**config.mk**
```make
export PLATFORM = sky130hd
export DESIGN_NAME = clock_divider_controller
export DESIGN_NICKNAME = d
export VERILOG_FILES = /design/src/rtl/clock_divider_pkg.sv /design/src/rtl/clock_divider_counter.sv /design/src/rtl/clock_divider_controller.sv
export SDC_FILE = /design/constraint.sdc
export NUM_CORES = 1
export LEC_CHECK = 0
export CELL_PAD_IN_SITES_DETAIL_PLACEMENT = 1
export CELL_PAD_IN_SITES_GLOBAL_PLACEMENT = 1
export CORE_MARGIN = 3
export CORE_UTILIZATION = 43
export CTS_CLUSTER_SIZE = 28
export DETAILED_ROUTE_END_ITERATION = 10
export HOLD_SLACK_MARGIN = 0.12
export PLACE_DENSITY_LB_ADDON = 0.1
export SLEW_MARGIN = 20
export SYNTH_ARGS = -nofsm -noshare
export SYNTH_HDL_FRONTEND = slang
export SYNTH_SLANG_ARGS = --single-unit
```
**constraint.sdc**
```tcl
create_clock -name clock -period 3.15 [get_ports clock]
set_input_delay 0.63 -clock clock [delete_from_list [all_inputs] [get_ports clock]]
set_output_delay 0.63 -clock clock [all_outputs]
set_load 0.01 [all_outputs]
```
**src/rtl/clock_divider_pkg.sv**
```systemverilog
// Shared types and constants for the runtime-programmable clock divider.
package clock_divider_pkg;

   typedef enum logic {
      IDLE = 1'b0,
      RUN  = 1'b1
   } state_t;

   // Smallest divisor that still gives both a high and a low phase.
   localparam int MIN_DIVISOR = 2;

   // Divisor/counter width used when a block does not override it.
   localparam int DEFAULT_WIDTH = 16;

   typedef logic [DEFAULT_WIDTH-1:0] divisor_t;

endpackage

```
**src/rtl/clock_divider_counter.sv**
```systemverilog
// Period counter for the clock divider: position within the current period,
// end-of-period detect and the level the output should take on the next cycle.
module clock_divider_counter #(
   parameter int WIDTH = 16
) (
   input  logic             clock,
   input  logic             reset_n,
   input  logic             restart,
   input  logic             advance,
   input  logic [WIDTH-1:0] divisor,
   output logic             period_end,
   output logic             high_next
);

   logic [WIDTH-1:0] count;
   logic [WIDTH-1:0] count_inc;
   logic [WIDTH-1:0] half;

   assign count_inc  = count + WIDTH'(1);
   assign half       = divisor >> 1;
   assign period_end = (count == (divisor - WIDTH'(1)));
   assign high_next  = (count_inc < half);

   // Counter restarts at each period boundary and otherwise steps once per cycle.
   always_ff @(posedge clock or negedge reset_n) begin
      if (!reset_n) begin
         count <= '0;
      end else if (restart) begin
         count <= '0;
      end else if (advance) begin
         count <= count_inc;
      end
   end

endmodule

```
**src/rtl/clock_divider_controller.sv**
```systemverilog
// Clock divider controller: start/stop sequencing, divisor handshake and a
// pending register so that new divisors and stops only land on period edges.
module clock_divider_controller
   import clock_divider_pkg::*;
#(
   parameter int WIDTH           = 16,
   parameter int DEFAULT_DIVISOR = 2
) (
   input  logic             clock,
   input  logic             reset_n,
   input  logic             enable,
   input  logic             cfg_valid,
   output logic             cfg_ready,
   input  logic [WIDTH-1:0] cfg_divisor,
   output logic             cfg_error,
   output logic             clock_divided,
   output logic             period_start,
   output logic             running,
   output logic [WIDTH-1:0] active_divisor,
   output logic             pending
);

   localparam logic [WIDTH-1:0] RESET_DIVISOR = WIDTH'(DEFAULT_DIVISOR);
   localparam logic [WIDTH-1:0] MIN_DIV       = WIDTH'(MIN_DIVISOR);

   state_t           state;
   state_t           state_next;
   logic [WIDTH-1:0] pending_divisor;
   logic [WIDTH-1:0] pending_divisor_next;
   logic [WIDTH-1:0] active_next;
   logic             pending_next;
   logic             clock_next;
   logic             start_next;
   logic             transfer;
   logic             accept;
   logic             reject;
   logic             restart;
   logic             advance;
   logic             period_end;
   logic             high_next;

   assign cfg_ready = !pending;
   assign running   = (state == RUN);
   assign transfer  = cfg_valid && cfg_ready;
   assign accept    = transfer && (cfg_divisor >= MIN_DIV);
   assign reject    = transfer && (cfg_divisor < MIN_DIV);

   clock_divider_counter #(
      .WIDTH(WIDTH)
   ) u_counter (
      .clock      (clock),
      .reset_n    (reset_n),
      .restart    (restart),
      .advance    (advance),
      .divisor    (active_divisor),
      .period_end (period_end),
      .high_next  (high_next)
   );

   // Next-state logic: in IDLE divisors load directly; in RUN they wait in the
   // pending register and, like stop requests, only act at the period end.
   always_comb begin
      state_next           = state;
      clock_next           = clock_divided;
      start_next           = 1'b0;
      active_next          = active_divisor;
      pending_next         = pending;
      pending_divisor_next = pending_divisor;
      restart              = 1'b0;
      advance              = 1'b0;

      case (state)
         IDLE: begin
            if (accept) begin
               active_next = cfg_divisor;
            end
            if (enable) begin
               restart    = 1'b1;
               clock_next = 1'b1;
               start_next = 1'b1;
               state_next = RUN;
            end
         end
         RUN: begin
            if (period_end) begin
               restart = 1'b1;
               if (pending) begin
                  active_next  = pending_divisor;
                  pending_next = 1'b0;
               end
               if (enable) begin
                  clock_next = 1'b1;
                  start_next = 1'b1;
               end else begin
                  clock_next = 1'b0;
                  state_next = IDLE;
               end
            end else begin
               advance    = 1'b1;
               clock_next = high_next;
            end
            if (accept) begin
               pending_next         = 1'b1;
               pending_divisor_next = cfg_divisor;
            end
         end
         default: begin
            state_next = IDLE;
         end
      endcase
   end

   // State and output registers; reset drops the output immediately and
   // discards any divisor still waiting for a period end.
   always_ff @(posedge clock or negedge reset_n) begin
      if (!reset_n) begin
         state           <= IDLE;
         clock_divided   <= 1'b0;
         period_start    <= 1'b0;
         cfg_error       <= 1'b0;
         pending         <= 1'b0;
         pending_divisor <= '0;
         active_divisor  <= RESET_DIVISOR;
      end else begin
         state           <= state_next;
         clock_divided   <= clock_next;
         period_start    <= start_next;
         cfg_error       <= reject;
         pending         <= pending_next;
         pending_divisor <= pending_divisor_next;
         active_divisor  <= active_next;
      end
   end

endmodule
```
# After elaboration in Yosys (flattened, before gate mapping)
# Index checks and enable logic that the tools add are counted.
[classes]
add_sub_neg = 2
mul = 0
n_div = 0
n_lt_le_gt_ge = 3
eq_ne = 5
shifts = 0
muxes = 20
bitwise = 1
n_reduce_logical = 9
[op_table]
columns = ["operator", "count"]
rows = [
  ["16-bit 2-to-1 mux", 5],
  ["16-bit one-hot mux with 2 select lines", 1],
  ["16-bit by 1-bit adder with 16-bit output, second input constant", 1],
  ["16-bit equality test", 1],
  ["16-bit by 2-bit >= comparator with 1-bit output, second input constant", 1],
  ["16-bit by 15-bit < comparator with 1-bit output", 1],
  ["16-bit by 2-bit < comparator with 1-bit output, second input constant", 1],
  ["16-bit by 1-bit subtractor with 16-bit output, second input constant", 1],
  ["1-bit 2-to-1 mux", 10],
  ["1-bit one-hot mux with 2 select lines", 4],
  ["2-bit != test, second input constant", 3],
  ["2-bit AND reduction", 2],
  ["2-bit nonzero test", 2],
  ["1-bit logical AND", 3],
  ["3-bit AND reduction", 1],
  ["2-bit by 1-bit != test with 1-bit output, second input constant", 1],
  ["1-bit logical NOT", 1],
  ["1-bit inverter", 1],
]
[word_totals]
register_bits = 53
latchBits = 0
ramBits = 0
rom_bits = 0
inputBits = 20
wordCells = 48
memories = 0

# Longest topological paths before layout
[logic_depth]
word_depth = 6
depth_mapped = 13
depth_no_buf = 13

# Cells and area by module
# Synthesis repeated with hierarchy kept, for this count alone.
[hier_totals]
cells_unflattened = 357
area_unflattened_um2 = 3614.7
[modules_own_cells]
columns = ["mod", "n_inst", "cells_per_inst", "area_per_inst_um2"]
rows = [
  ["clock_divider_counter", 1, 247, 1921.8],
  ["clock_divider_controller", 1, 110, 1692.9],
]

# Worst setup path before layout
# OpenSTA, ideal clock, no wires.
[synth_path]
kind = "reg-to-reg"
start = "register active_divisor[2]"
end = "register active_divisor[2]"
arrival_time_ns = 2.795
path_slack_ns = 0.229
stages_incl_launch_ff = 9
path_buffers = 2
synth_period_minus_slack_ns = 2.921
path_cell_list = "dfrtp_1 > buf_2 > nor4_2 > nand4_1 > or4_1 > a2111o_1 > o31a_1 > buf_2 > a221o_1"
[synth_via]
elab_chain_len = 4
[synth_lines]
columns = ["element", "line_no", "text"]
rows = [
  ["start: declaration", "clock_divider_controller.sv:19", "output logic [WIDTH-1:0] active_divisor,"],
  ["start signal: assignment", "clock_divider_controller.sv:131", "active_divisor <= active_next;"],
  ["16-bit by 1-bit subtractor with 16-bit output", "clock_divider_counter.sv:21", "assign period_end = (count == (divisor - WIDTH'(1)));"],
  ["16-bit equality test", "clock_divider_counter.sv:21", ""],
  ["2-bit by 1-bit != test with 1-bit output (no line)", "--", ""],
  ["3-bit AND reduction (no line)", "--", ""],
]
# No other way between the ends.
# A chain may end at the register's enable or synchronous reset.

# Worst setup path after layout
[layout_path]
start = "register active_divisor[2]"
end = "register active_divisor[10]"
# Same word-level chain as after synthesis.

==> impl_metrics.csv <==
group,metric,value,unit
status,outcome,"complete, no violations",
clocking,clk_pin_slew_worst_paths,110,ps
synth,synth_cell_type_count,46,
global_routing,antenna_found_initial,0,
power_and_ir_drop,p_per_area,696,mW/mm²
synth,synth_common_cells,"52 x dfrtp_1, 38 x nand2_1, 24 x xnor2_1, 21 x inv_1, 21 x o21ai_0",
die,pin_count,42,
synth,yosysMostFrequentCell,"dfrtp_1",
drt,wl_per_cell,19.5,µm
global_routing,grt_overflow,0,
drt,firstDrtPassIters,4,
final_layout,diodes,0,
synth,synthArstFlopShare,100,%
sta,skew,8.77,ps
min_path,hold_path_class,"input port to async pin",
setup_path,cp_max_fo,14,
power_and_ir_drop,vdd_drop_max,311,µV
setup_path,critPathRequiredTime,3360,ps
die,core_area,0.00745,mm²
synth,syn_area,0.00338,mm²
final_layout,layout-area-overhead-vs-synth,25.2,%
placed_design,portBuffers,41,
power_and_ir_drop,p_switching,1.19,mW
placed_design,gp_congestion,0.944,
setup_path,startpoint_type,"flip-flop",
sta,min_period_over_period,96.3,%
die,dieArea,0.00897,mm²
placed_design,dpl.hpwl,7960,µm
die,placementRows,31,
drt,via_per_inst,5.81,
drt,num_vias,3043,
placed_design,post-place-ws,-181,ps
run,timing.max_cap.violations,0,
final_layout,fillers,842,
synth,synthesis.instances,364,
sta,finalCriticalPeriod,3030,ps
clocking,h-tree-depth,2,
sta,slew_headroom,37.7,%
clocking,cts_buffer_depth,2,
synth,synth.top_cell.area_share,38.5,%
synth,post-synth-top-area-cell,"dfrtp_1",
final_layout,post_route_cells_drive_above_1_share,16.2,%
global_routing,grt_max_degree,42,
global_routing,grt_pass1_wl,16800,µm
power_and_ir_drop,p_int,1.76,mW
drt,drc,0,
die,initial_core_util,45.4,%
synth,ys.flop_type,"dfrtp_1",
setup_path,crit_type,"flip-flop to flip-flop",
synth,yosysSeqAreaShare,39.3,%
final_layout,final_nets,460,
synth,ys_warn_count,0,
setup_path,endpoint_kind,"flip-flop",
sta,finalWorstSetupSlack,115,ps
final_layout,multiInputGateArea,0.00193,mm²
power_and_ir_drop,power.share.sequential,40.5,%
setup_path,cp.arrival,3240,ps
clocking,cts_made_buffers,5,
die,die_y,94.7,µm
power_and_ir_drop,swShare,40.3,%
clocking,insertion_delay,320,ps
final_layout,seq_area,0.00133,mm²
sta,fmaxAchievable,0.330,GHz
drt,wl,10200,µm
power_and_ir_drop,clkPwrFrac,14.9,%
die,fp.dieW,94.7,µm
sta,worstMarginPinSlew,934,ps
drt,first_iter_violations,144,
clocking,root_buffer,"clkbuf_8",
synth,syn_avg_cell_area,9.29,µm²
sta,final_max_slew_viol_count,0,
global_routing,grtUsageTotal,24.2,%
drt,ant_nets,0,
synth,synth_edf_count,0,
synth,syn_nets,400,
sta,hold_viol_final,0,
power_and_ir_drop,combPwrFrac,44.6,%
sta,setup_violations,0,
synth,synth_seq_cells,53,
clocking,cts_tree,"yes",
power_and_ir_drop,leakagePower,1.85,nW
clocking,cts_sinks,53,
synth,netlist_top_cells_area,"dfrtp_1 38%, xnor2_1 6.2%, ha_1 5.9%",
sta,hold_slack,445,ps
global_routing,grt_pass1_vias,3204,
clocking,cts.hold.buffers_added,0,
## layout by cell type (no fill, tap or decap), types with 3 or more instances in the layout
| master | count |
|---|---|
| clkdlybuf4s50_1 | 40 |
| o211ai_1 | 4 |
| and3_1 | 18 |
| dfrtp_2 | 3 |
| nor2b_1 | 4 |
| or4_1 | 4 |
| xor2_1 | 11 |
| buf_4 | 28 |
| inv_1 | 21 |
| nor4_1 | 6 |
| nor2_1 | 12 |
| buf_12 | 3 |
| dfrtp_1 | 49 |
| xnor2_1 | 24 |
| nand3_1 | 12 |
| nand4_1 | 6 |
| a221o_1 | 16 |
| a31oi_1 | 3 |
| o21ai_0 | 21 |
| nand2_1 | 38 |
| nor3_1 | 17 |
| mux2_2 | 16 |
| clkbuf_8 | 6 |
| ha_1 | 15 |
| mux2i_1 | 3 |
| a21oi_1 | 4 |
## power groups by stage
stage,clock [mW],sequential (mW),combinational (mW)
after floorplan,0,1.06,0.970
after global placement,0,1.19,1.22
after detailed placement,0,1.21,1.26
after CTS,0.445,1.19,1.29
after global routing,0.481,1.23,1.48
final,0.438,1.19,1.31
## sequential cells by signal, summed over array words and instances, names as in the netlist
register / flops
active_divisor: 16
cfg_error: 1
clock_divided: 1
pending: 1
pending_divisor: 16
period_start: 1
running: 1
u_counter.count: 16
## kinds of logic (layout without fill, tap and decap cells)
logic type | count (synthesis) | in the layout | synth area share [%]
simple gates | 134 | 134 | 20.6
compound gates | 67 | 67 | 14.4
buf+inv | 40 | 101 | 4.55
fa+ha+maj | 16 | 16 | 5.92
mux | 19 | 19 | 6.22
xor+xnor | 35 | 35 | 9.06
flops | 53 | 53 | 39.3
## worst max-delay path: stages (launching register included)
cell and delay [ps]:
dfrtp_1 430, buf_4 160, or3_1 450, nor2_1 310
xnor2_1 170, nand3_1 100, a2111o_1 460, o31a_1 370
buf_12 170, a221o_1 300
## metrics by stage
stage | cell area [µm²] | instances | TNS [ps] | power, mW | utilization (%)
after floorplan | 3380 | 364 | 0 | 2.03 | -
after global placement | 4060 | 512 | -1160 | 2.41 | 54.6
after detailed placement | 4060 | 512 | -2770 | 2.47 | 54.6
after CTS | 4180 | 520 | 0 | 2.92 | 56.1
after global routing | 4240 | 524 | -124 | 3.19 | 56.9
final | 4240 | 524 | 0 | 2.95 | 56.9
## worst paths after layout
path                                    from  slack (ps)            endpoint  depth (start not counted)
setup / recovery           active_divisor[2]         120  active_divisor[10]                          9
hold / removal                       reset_n         450  u_counter.count[2]                          1
setup reg to reg           active_divisor[2]         120  active_divisor[10]                          9
hold reg to reg                      pending         500           cfg_error                          1
max in group asynchronous            reset_n        1970  u_counter.count[9]                          2
min in group clock                   pending         500           cfg_error                          1
## layout make-up
type                       count  share of cell area (%)
multi-input combinational    271                    45.5
timing repair buffer          72                    16.0
tap                           99                    2.92
inverter                      21                    1.86
clock buffer                   6                    1.95
clock inverter                 2                   0.414
sequential                    53                    31.4
## metal layers
metal  track usage, %  vias up  routed length (µm)
met2             39.9       72                4950
met3             3.43       15                 395
met4             6.61        0                 194
met1             33.1     1515                4660
met5                0        -                   0
li1                 -     1441                   -
## repair_timing
action,4_1_cts,5_1_grt
setup buffers,0,4
pin swaps,0,2
endpoints found under the setup margin,17,18
resized for setup,4,6
No activity file was read; power rests on OpenSTA's default activity.
